**config.mk**
```make
export PLATFORM = sky130hd
export DESIGN_NAME = knn_sched
export DESIGN_NICKNAME = d
export VERILOG_FILES = /design/src/rtl/knn_sched.sv
export SDC_FILE = /design/constraint.sdc
export NUM_CORES = 2
export LEC_CHECK = 0
export CAP_MARGIN = 20
export CORE_MARGIN = 8
export CORE_UTILIZATION = 40
export CTS_BUF_LIST = sky130_fd_sc_hd__clkbuf_4 sky130_fd_sc_hd__clkbuf_8
export DETAILED_ROUTE_END_ITERATION = 10
export PLACE_DENSITY = 0.71
export SYNTH_ARGS = -nofsm -noshare
export SYNTH_HDL_FRONTEND = slang
export SYNTH_SLANG_ARGS = --single-unit
```
**constraint.sdc**
```tcl
create_clock -name clk -period 16 [get_ports clk]
set_clock_uncertainty 0.05 [all_clocks]
set_input_delay 3.2 -clock clk [delete_from_list [all_inputs] [get_ports clk]]
set_output_delay 3.2 -clock clk [all_outputs]
set_load 0.02 [all_outputs]
```
**src/rtl/knn_sched.sv**
```systemverilog
// KNN classifier sequencer: streams training points from memory, computes squared
// distances to a latched test point and keeps a sorted list of the K nearest neighbours.
module knn_sched #(
    parameter int COORD_W = 16,
    parameter int LABEL_W = 8,
    parameter int N_W     = 10,
    parameter int K       = 10,
    parameter int DIST_W  = 2*COORD_W+1
) (
    input  logic                   clk,
    input  logic                   rst,
    input  logic                   start,
    input  logic [2*COORD_W-1:0]   test_pt,
    input  logic [N_W-1:0]         n_points,
    output logic                   mem_rd,
    output logic [N_W-1:0]         mem_addr,
    input  logic [2*COORD_W-1:0]   mem_pt,
    input  logic [LABEL_W-1:0]     mem_label,
    output logic                   busy,
    output logic                   done,
    output logic [N_W-1:0]         nb_count,
    output logic [K*DIST_W-1:0]    nb_dist,
    output logic [K*LABEL_W-1:0]   nb_label
);

    typedef enum logic [2:0] {
        S_IDLE   = 3'd0,
        S_FETCH  = 3'd1,
        S_WAIT   = 3'd2,
        S_DIST   = 3'd3,
        S_INSERT = 3'd4,
        S_DONE   = 3'd5
    } state_t;

    // Squared Euclidean distance; coordinate differences need one extra bit and the
    // sum of two squares of 17-bit values always fits in DIST_W unsigned bits.
    function automatic logic [DIST_W-1:0] sq_dist(
        input logic [2*COORD_W-1:0] a,
        input logic [2*COORD_W-1:0] b
    );
        logic signed [COORD_W:0]     dx;
        logic signed [COORD_W:0]     dy;
        logic signed [2*COORD_W+1:0] ex;
        logic signed [2*COORD_W+1:0] ey;
        logic signed [2*COORD_W+1:0] sum;
        dx  = $signed({a[2*COORD_W-1], a[2*COORD_W-1:COORD_W]})
            - $signed({b[2*COORD_W-1], b[2*COORD_W-1:COORD_W]});
        dy  = $signed({a[COORD_W-1], a[COORD_W-1:0]})
            - $signed({b[COORD_W-1], b[COORD_W-1:0]});
        ex  = {{(COORD_W+1){dx[COORD_W]}}, dx};
        ey  = {{(COORD_W+1){dy[COORD_W]}}, dy};
        sum = ex*ex + ey*ey;
        return sum[DIST_W-1:0];
    endfunction

    state_t                 state_r;
    state_t                 state_nxt_s;
    logic [2*COORD_W-1:0]   test_r;
    logic [N_W-1:0]         n_r;
    logic [2*COORD_W-1:0]   pt_r;
    logic [LABEL_W-1:0]     lab_in_r;
    logic [DIST_W-1:0]      d_r;
    logic [N_W-1:0]         idx_r;
    logic [DIST_W-1:0]      dist_r [K];
    logic [LABEL_W-1:0]     lab_r  [K];
    logic [N_W-1:0]         count_r;
    logic                   mem_rd_r;
    logic [N_W-1:0]         mem_addr_r;
    logic                   busy_r;
    logic                   done_r;

    logic                   accept_s;
    logic                   capture_s;
    logic                   dist_en_s;
    logic                   insert_s;
    logic                   last_s;
    logic [N_W-1:0]         idx_nxt_s;
    logic                   mem_rd_nxt_s;
    logic [N_W-1:0]         mem_addr_nxt_s;
    logic                   busy_nxt_s;
    logic                   done_nxt_s;
    logic [K-1:0]           le_s;
    logic [DIST_W-1:0]      ins_dist_s [K];
    logic [LABEL_W-1:0]     ins_lab_s  [K];

    // State register
    always_ff @(posedge clk) begin
        if (!rst) begin
            state_r <= S_IDLE;
        end else begin
            state_r <= state_nxt_s;
        end
    end

    assign last_s = (idx_r == (n_r - N_W'(1)));

    // Next-state decode
    always_comb begin
        state_nxt_s = state_r;
        case (state_r)
            S_IDLE: begin
                if (start) begin
                    state_nxt_s = (n_points == {N_W{1'b0}}) ? S_DONE : S_FETCH;
                end else begin
                    state_nxt_s = S_IDLE;
                end
            end
            S_FETCH:  state_nxt_s = S_WAIT;
            S_WAIT:   state_nxt_s = S_DIST;
            S_DIST:   state_nxt_s = S_INSERT;
            S_INSERT: state_nxt_s = last_s ? S_DONE : S_FETCH;
            S_DONE:   state_nxt_s = S_IDLE;
            default:  state_nxt_s = S_IDLE;
        endcase
    end

    // Output/control decode; outputs are registered one edge later
    always_comb begin
        accept_s  = (state_r == S_IDLE) && start;
        capture_s = (state_r == S_WAIT);
        dist_en_s = (state_r == S_DIST);
        insert_s  = (state_r == S_INSERT);

        if (accept_s) begin
            idx_nxt_s = {N_W{1'b0}};
        end else if (insert_s && !last_s) begin
            idx_nxt_s = idx_r + N_W'(1);
        end else begin
            idx_nxt_s = idx_r;
        end

        mem_rd_nxt_s   = (state_nxt_s == S_FETCH);
        mem_addr_nxt_s = mem_rd_nxt_s ? idx_nxt_s : mem_addr_r;
        done_nxt_s     = (state_r == S_DONE);

        if (accept_s) begin
            busy_nxt_s = 1'b1;
        end else if (state_r == S_DONE) begin
            busy_nxt_s = 1'b0;
        end else begin
            busy_nxt_s = busy_r;
        end
    end

    // Control outputs and run context
    always_ff @(posedge clk) begin
        if (!rst) begin
            mem_rd_r   <= 1'b0;
            mem_addr_r <= {N_W{1'b0}};
            busy_r     <= 1'b0;
            done_r     <= 1'b0;
            idx_r      <= {N_W{1'b0}};
            test_r     <= {(2*COORD_W){1'b0}};
            n_r        <= {N_W{1'b0}};
        end else begin
            mem_rd_r   <= mem_rd_nxt_s;
            mem_addr_r <= mem_addr_nxt_s;
            busy_r     <= busy_nxt_s;
            done_r     <= done_nxt_s;
            idx_r      <= idx_nxt_s;
            if (accept_s) begin
                test_r <= test_pt;
                n_r    <= n_points;
            end
        end
    end

    // Fetched point capture and distance pipeline stage
    always_ff @(posedge clk) begin
        if (!rst) begin
            pt_r     <= {(2*COORD_W){1'b0}};
            lab_in_r <= {LABEL_W{1'b0}};
            d_r      <= {DIST_W{1'b0}};
        end else begin
            if (capture_s) begin
                pt_r     <= mem_pt;
                lab_in_r <= mem_label;
            end
            if (dist_en_s) begin
                d_r <= sq_dist(test_r, pt_r);
            end
        end
    end

    // Sorted-insert network: entries with dist <= d form a prefix, so the candidate
    // lands just after the last such entry and later entries slide down by one.
    always_comb begin
        le_s       = {K{1'b0}};
        ins_dist_s = dist_r;
        ins_lab_s  = lab_r;
        for (int i = 0; i < K; i++) begin
            le_s[i] = (N_W'(i) < count_r) && (dist_r[i] <= d_r);
        end
        if (le_s[0]) begin
            ins_dist_s[0] = dist_r[0];
            ins_lab_s[0]  = lab_r[0];
        end else begin
            ins_dist_s[0] = d_r;
            ins_lab_s[0]  = lab_in_r;
        end
        for (int i = 1; i < K; i++) begin
            if (le_s[i]) begin
                ins_dist_s[i] = dist_r[i];
                ins_lab_s[i]  = lab_r[i];
            end else if (le_s[i-1]) begin
                ins_dist_s[i] = d_r;
                ins_lab_s[i]  = lab_in_r;
            end else begin
                ins_dist_s[i] = dist_r[i-1];
                ins_lab_s[i]  = lab_r[i-1];
            end
        end
    end

    // Neighbour list storage
    always_ff @(posedge clk) begin
        if (!rst || accept_s) begin
            for (int i = 0; i < K; i++) begin
                dist_r[i] <= {DIST_W{1'b1}};
                lab_r[i]  <= {LABEL_W{1'b0}};
            end
            count_r <= {N_W{1'b0}};
        end else if (insert_s) begin
            dist_r <= ins_dist_s;
            lab_r  <= ins_lab_s;
            if (count_r < N_W'(K)) begin
                count_r <= count_r + N_W'(1);
            end
        end
    end

    assign mem_rd   = mem_rd_r;
    assign mem_addr = mem_addr_r;
    assign busy     = busy_r;
    assign done     = done_r;
    assign nb_count = count_r;

    for (genvar g = 0; g < K; g++) begin : g_flat
        assign nb_dist[g*DIST_W +: DIST_W]    = dist_r[g];
        assign nb_label[g*LABEL_W +: LABEL_W] = lab_r[g];
    end

endmodule

```
# Word level (Yosys, flattened, before mapping)
# Index checks and enable logic that the tools add are counted.
# op_classes
n_div	0
n_reduce_logical	29
n_shift	0
n_bitwise	10
n_eq_ne	7
mux	26
n_mul	2
addsub	6
magnitude_cmp	21
# op_table
operator	n
less-or-equal comparator 33 bit	10
2-to-1 mux 33 bit	9
2-to-1 mux 8 bit	9
multiplier 17 x 17 -> 33 bit	2
less-than comparator 3 x 10 -> 1 bit (first input constant)	4
subtractor 16 x 16 -> 17 bit	2
adder 33 bit	1
AND reduction 2 bit	11
adder 10 x 1 -> 10 bit (second input constant)	2
less-than comparator 1 x 10 -> 1 bit (first input constant)	2
less-than comparator 2 x 10 -> 1 bit (first input constant)	2
less-than comparator 4 x 10 -> 1 bit (first input constant)	2
2-to-1 mux 10 bit	2
case mux 3 bit (5 select lines)	1
logical AND 1 bit	12
equality test 10 bit	1
zero test 10 bit	1
less-than comparator 10 x 4 -> 1 bit (second input constant)	1
NOT 1 bit	10
subtractor 10 x 1 -> 10 bit (second input constant)	1
2-to-1 mux 3 bit	3
equality test 3 x 1 -> 1 bit (second input constant)	2
equality test 3 x 2 -> 1 bit (second input constant)	2
equality test 3 bit (second input constant)	2
other kinds (5)	7
# word_totals
romBits	0
latch_bits	0
elab_cells	133
ff_bits	561
inputBits	85
out_inout_bits	433
memories	0
ram_bits	0

# Logic depth before layout (Yosys ltp)
# depth
depth_word	6
mapped_depth	41
mapped_depth_nobuf	40

# Worst setup path before layout
# Ideal clock, no wire load.
# synth_path
path_kind	flip-flop to flip-flop
start	register test_r[0]
end	register d_r[31]
setup_time_ns	0.122
n_path_buf	1
setup_slack_ns	6.739
required_time_ns	15.828
synth_period_minus_slack_ns	9.261
path_stages_with_launch	36
t_arrival_ns	9.089
cell_sequence	dfxtp_1 > inv_1 > ha_1 > fa_1 > nor2b_1 > o31a_1 > o41a_1 > o21ai_0 > o21a_1 > nor2_1 > inv_1 > nand2_1 > inv_1 > fa_1 > inv_1 > fa_1 > inv_1 > fa_1 > fa_1 > fa_1 > fa_1 > inv_1 > fa_1 > inv_1 > fa_1 > ha_1 > clkbuf_1 > and3_1 > a31oi_1 > o21ai_0 > a31oi_1 > o31ai_1 > o41ai_1 > o21ai_0 > xnor2_1 > o21ai_0
# synth_via
elab_chain_len	3
# synth_lines
element	line_no	source
start: declaration	58	logic [2*COORD_W-1:0] test_r;
start signal: assignment	153	test_r <= {(2*COORD_W){1'b0}};
start signal: assignment	162	test_r <= test_pt;
subtractor 16 x 16 -> 17 bit	49	- $signed({b[COORD_W-1], b[COORD_W-1:0]});
multiplier 17 x 17 -> 33 bit	52	sum = ex*ex + ey*ey;
adder 33 bit	52	
end signal: assignment	173	d_r <= {DIST_W{1'b0}};
end signal: assignment	180	d_r <= sq_dist(test_r, pt_r);
end: declaration	62	logic [DIST_W-1:0] d_r;
# No other way between the ends.
# A chain may end at the register's enable or synchronous reset.

# Final worst setup path
# layout_path
start	register test_r[16]
end	register d_r[31]
# layout_via
elab_chain_len	3
# layout_lines
element	line_no	source
subtractor 16 x 16 -> 17 bit	47	- $signed({b[2*COORD_W-1], b[2*COORD_W-1:COORD_W]});
multiplier 17 x 17 -> 33 bit	52	
adder 33 bit	52	
# No other way between the ends.

==> results.rst <==
.. list-table::
   :header-rows: 1

   * - Metric
     - Value
   * - Starting Density
     - roughly two fifths
   * - # Max-Cap Violations
     - 0
   * - Total clock sinks
     - 561
   * - Routed via count divided by cell count
     - 5.711
   * - Maximum fanout along the worst path
     - 12
   * - X dimension of the die
     - between 300 and 400 um
   * - Setup-failing EPs final
     - 0
   * - Multi-input combinational cell area
     - 35090 um^2
   * - Top-level port count
     - between 500 and 600
   * - Critical Path Start
     - test_r[16]$_SDFFE_PN0P_
   * - F_max
     - 92.85 MHz
   * - Proportion of synthesized flip-flops having asynchronous set or reset
     - 0%
   * - Slew HR
     - 17.21%
   * - Level count of the clock H-tree
     - 3
   * - Transition time at the pin with the least slew margin
     - 1.232 ns
   * - CP arrival
     - 11.40 ns
   * - Critical path's top delay family
     - adder cells
   * - Synthesized-area fraction occupied by xor and xnor cells
     - under 10%
   * - Global routing usage summed across all routing layers
     - 26.78%
   * - ANT nets after route
     - 0
   * - Post-synthesis sequential element count
     - approximately 560
   * - Status
     - finished clean
   * - Most used flip-flop cell after synthesis
     - dfxtp_1
   * - Yosys top cell by area
     - fa_1
   * - Final HPWL from detailed placement
     - between 100000 and 150000 um
   * - Endpoint kind of the worst setup timing path
     - flop
   * - Biggest area contributors in the synthesized netlist
     - fa_1 (24%), dfxtp_1 (22%), ha_1 (12%)
   * - Number of DRC violations after detailed routing
     - 0
   * - Slowest Stage Delay on Critical Path
     - 0.67 ns
   * - Total nets after synthesis
     - 6830
   * - Reg-to-Reg Start
     - test_r[16]$_SDFFE_PN0P_
   * - Global-route wire length before repair
     - between 200000 and 300000 um
   * - Adder-Cell Fraction of Synth Area
     - about 36%
   * - Simple-gate share of the synthesized area
     - 12.08%
   * - Height of the die
     - roughly 370 um
   * - Storage cell area
     - around 11000 um^2
   * - Placer congestion estimate
     - about 1
   * - Total detailed-routing wirelength
     - approximately 190000 um
   * - Vias in the first global route
     - roughly 44000
   * - Period utilization
     - 67.31%
   * - Sequential share of the synthesized area
     - 22.38%
   * - Number of antenna violations at the first check in global routing
     - 4
   * - PostCTS Resize Cnt
     - 0
   * - Clock tree from TritonCTS
     - built
   * - Endpoint of the worst setup timing path
     - d_r[31]$_SDFFE_PN0P_
   * - Complex-gate fraction of the synthesized area
     - between 10% and 20%
   * - Critical Path Stages
     - 39
   * - R2R Setup Slk
     - roughly 5.2 ns
   * - Die Area
     - between 100000 and 150000 um^2
   * - RSZ-0062 raised after global routing
     - false
   * - Rows
     - 130
   * - Setup_tns
     - 0 ns
   * - Depth of the worst register-to-register path
     - 39
   * - Post-synthesis mux area share
     - 4.608%
   * - Main combinational cell family by area after synthesis
     - adder cells
   * - Clock Latency Late Sink
     - 0.87 ns
   * - Class of the worst hold path
     - reg2reg
   * - Average wire length per cell after detail routing
     - 24.33 um
   * - Most prevalent standard cell on the critical path
     - inv_1
   * - Pre-antenna DRT Iters
     - 6
   * - Req. time, crit path
     - 16.63 ns
   * - Minimum period implied by the final worst setup slack
     - between 10 and 15 ns
   * - Synthesis warning total
     - 0
   * - Total clock buffers created by CTS
     - 96
   * - WS Path Type
     - reg2reg
   * - Master of the slowest instance on the critical path
     - xor2_1
   * - Detailed router's first-iteration violation count
     - 4734
   * - Hold violation total from the final report
     - 0
   * - Top-area cell type share of the netlist area
     - about a quarter
   * - CTS Buffer Depth
     - 3
   * - Number of buffers inserted for hold repair after clock tree synthesis
     - 0
   * - Final global-route overflow total
     - 0
   * - Cell Area, Synth
     - between 50000 and 60000 um^2
   * - Total count of max-transition violations in the final report
     - 0
   * - Buffer and inverter count on the worst path
     - 10
   * - Pin count of the biggest net entering global routing
     - 93
   * - Number of cells produced by synthesis
     - around 5700
   * - Layout Area Growth over Synthesis
     - 18.08%
   * - Count of different cell masters after synthesis
     - just under 80
   * - Reg-to-reg endpoint
     - d_r[31]$_SDFFE_PN0P_
   * - Total via count after detailed routing
     - 44520
   * - Clock transition at the registers of the reported paths
     - approximately 0.060 ns
   * - EDFF count, synth
     - 0
   * - Nets@finish
     - around 7200
   * - Root buf cell
     - clkbuf_8
   * - Fillers
     - roughly 12000
   * - Number of setup buffers added after CTS
     - 0
   * - Number of buffers inserted by port buffering
     - 517
   * - Core area
     - ~130000 um^2
   * - Fraction of layout cells with a size suffix above 1
     - ~5.4%
   * - Post-synthesis average cell area
     - about 8.9 um^2
   * - Nature of the critical path startpoint
     - flop
[per-stage QoR]
step           worst slack (ns)  std cells  hold slack, ns  instance area (um^2)  util (%)
2_1_floorplan             6.739       5653          0.3863                 50180         -
3_3_place_gp              5.554       7613          0.3948                 57110     45.65
3_5_place_dp              5.246       7613          0.3975                 57110     45.65
4_1_cts                   5.269       7789          0.4059                 59230     47.35
5_1_grt                   4.537       7793          0.4186                 59250     47.37
6_report                  5.230       7795          0.4051                 59260     47.37
[state kept, by name, indices dropped and copies added (netlist names)]
register and cells:
nb_dist 330, nb_label 80, d_r 33, pt_r 32, test_r 32, idx_r 10
mem_addr 10, n_r 10, nb_count 10, lab_in_r 8, state_r 3, busy 1
done 1, mem_rd 1
[placed cells by master (no fill, tap or decap), types with 121 or more instances in the layout]
master	n
dfxtp_1	561
a21oi_1	460
nand2_1	657
fa_1	594
inv_1	773
ha_1	498
a2bb2oi_1	134
clkdlybuf4s50_1	517
mux2i_1	231
nor2_1	476
clkbuf_8	121
o21ai_0	133
[per-layer routing]
metal  wire [um]  track usage [%]  part of all wire (%)
met1       70280            32.51                    37
met2       84490            42.82                    45
met3       19030            5.557                    10
met4       15880            18.02                   8.4
met5          13                0                0.0069
[synthesized netlist by cell type (6+ instances only)]
| cell | count |
|---|---|
| a31oi_1 | 86 |
| nor3_1 | 33 |
| or3_1 | 11 |
| clkbuf_1 | 229 |
| a21oi_1 | 463 |
| mux2i_1 | 231 |
| a311oi_1 | 16 |
| a211oi_1 | 70 |
| nand4_1 | 69 |
| nand3_1 | 31 |
| nand2b_1 | 23 |
| nand2_1 | 660 |
| nor2_1 | 482 |
| a2111oi_0 | 10 |
| a21o_1 | 98 |
| dfxtp_1 | 561 |
| a221oi_1 | 7 |
| or2_2 | 15 |
| xor2_1 | 36 |
| o21a_1 | 31 |
| nor4_1 | 6 |
| nor2b_1 | 33 |
| inv_1 | 774 |
| a2bb2oi_1 | 134 |
| and3_1 | 15 |
| xnor2_1 | 76 |
| o21ai_1 | 6 |
| fa_1 | 594 |
| buf_1 | 16 |
| buf_2 | 39 |
| ha_1 | 498 |
| o21ai_0 | 133 |
| o211ai_1 | 42 |
| and2_1 | 23 |
[final cells by class]
type                            instances  share of cell area [%]
Tap cell                             1650                   3.484
Multi-Input combinational cell       4022                   59.21
Antenna cell                            4                 0.01689
Timing Repair Buffer                  601                   9.808
Clock inverter                         23                  0.3716
Clock buffer                          153                   3.205
Inverter                              781                   4.951
Sequential cell                       561                   18.95
[worst min path at each step]
stage	slack [ns]	cells after the start	end	startpoint
2_1_floorplan	0.39	2	pt_r[10]$_SDFFE_PN0P_	pt_r[10]$_SDFFE_PN0P_
3_3_place_gp	0.39	2	pt_r[6]$_SDFFE_PN0P_	pt_r[6]$_SDFFE_PN0P_
3_5_place_dp	0.40	2	pt_r[22]$_SDFFE_PN0P_	pt_r[22]$_SDFFE_PN0P_
4_1_cts	0.41	2	pt_r[22]$_SDFFE_PN0P_	pt_r[22]$_SDFFE_PN0P_
5_1_grt	0.42	2	pt_r[9]$_SDFFE_PN0P_	pt_r[9]$_SDFFE_PN0P_
6_report	0.41	2	test_r[0]$_SDFFE_PN0P_	test_r[0]$_SDFFE_PN0P_
[kinds of logic after synthesis]
logic type | count (synthesis)
AND/OR/NAND/NOR | 1428
AO/OA/AOI/OAI | 1159
adder cells (fa/ha/maj) | 1092
buffers and inverters | 1070
flip-flops | 561
multiplexers | 231
XOR/XNOR | 112
[worst register-to-register path: cells and delay by family, from the launching register on]
kind	cells	cell delay, ns
and+or+nand+nor	5	0.71
adders and majority gates	11	5.07
AOI/OAI and AO/OA	11	2.70
DFF	1	0.31
xor gates and xnor gates	2	0.82
buffers and inverters	10	1.00
Power is not shown: default switching activity piles up to over one toggle a cycle in this logic, so the estimate is an artifact.
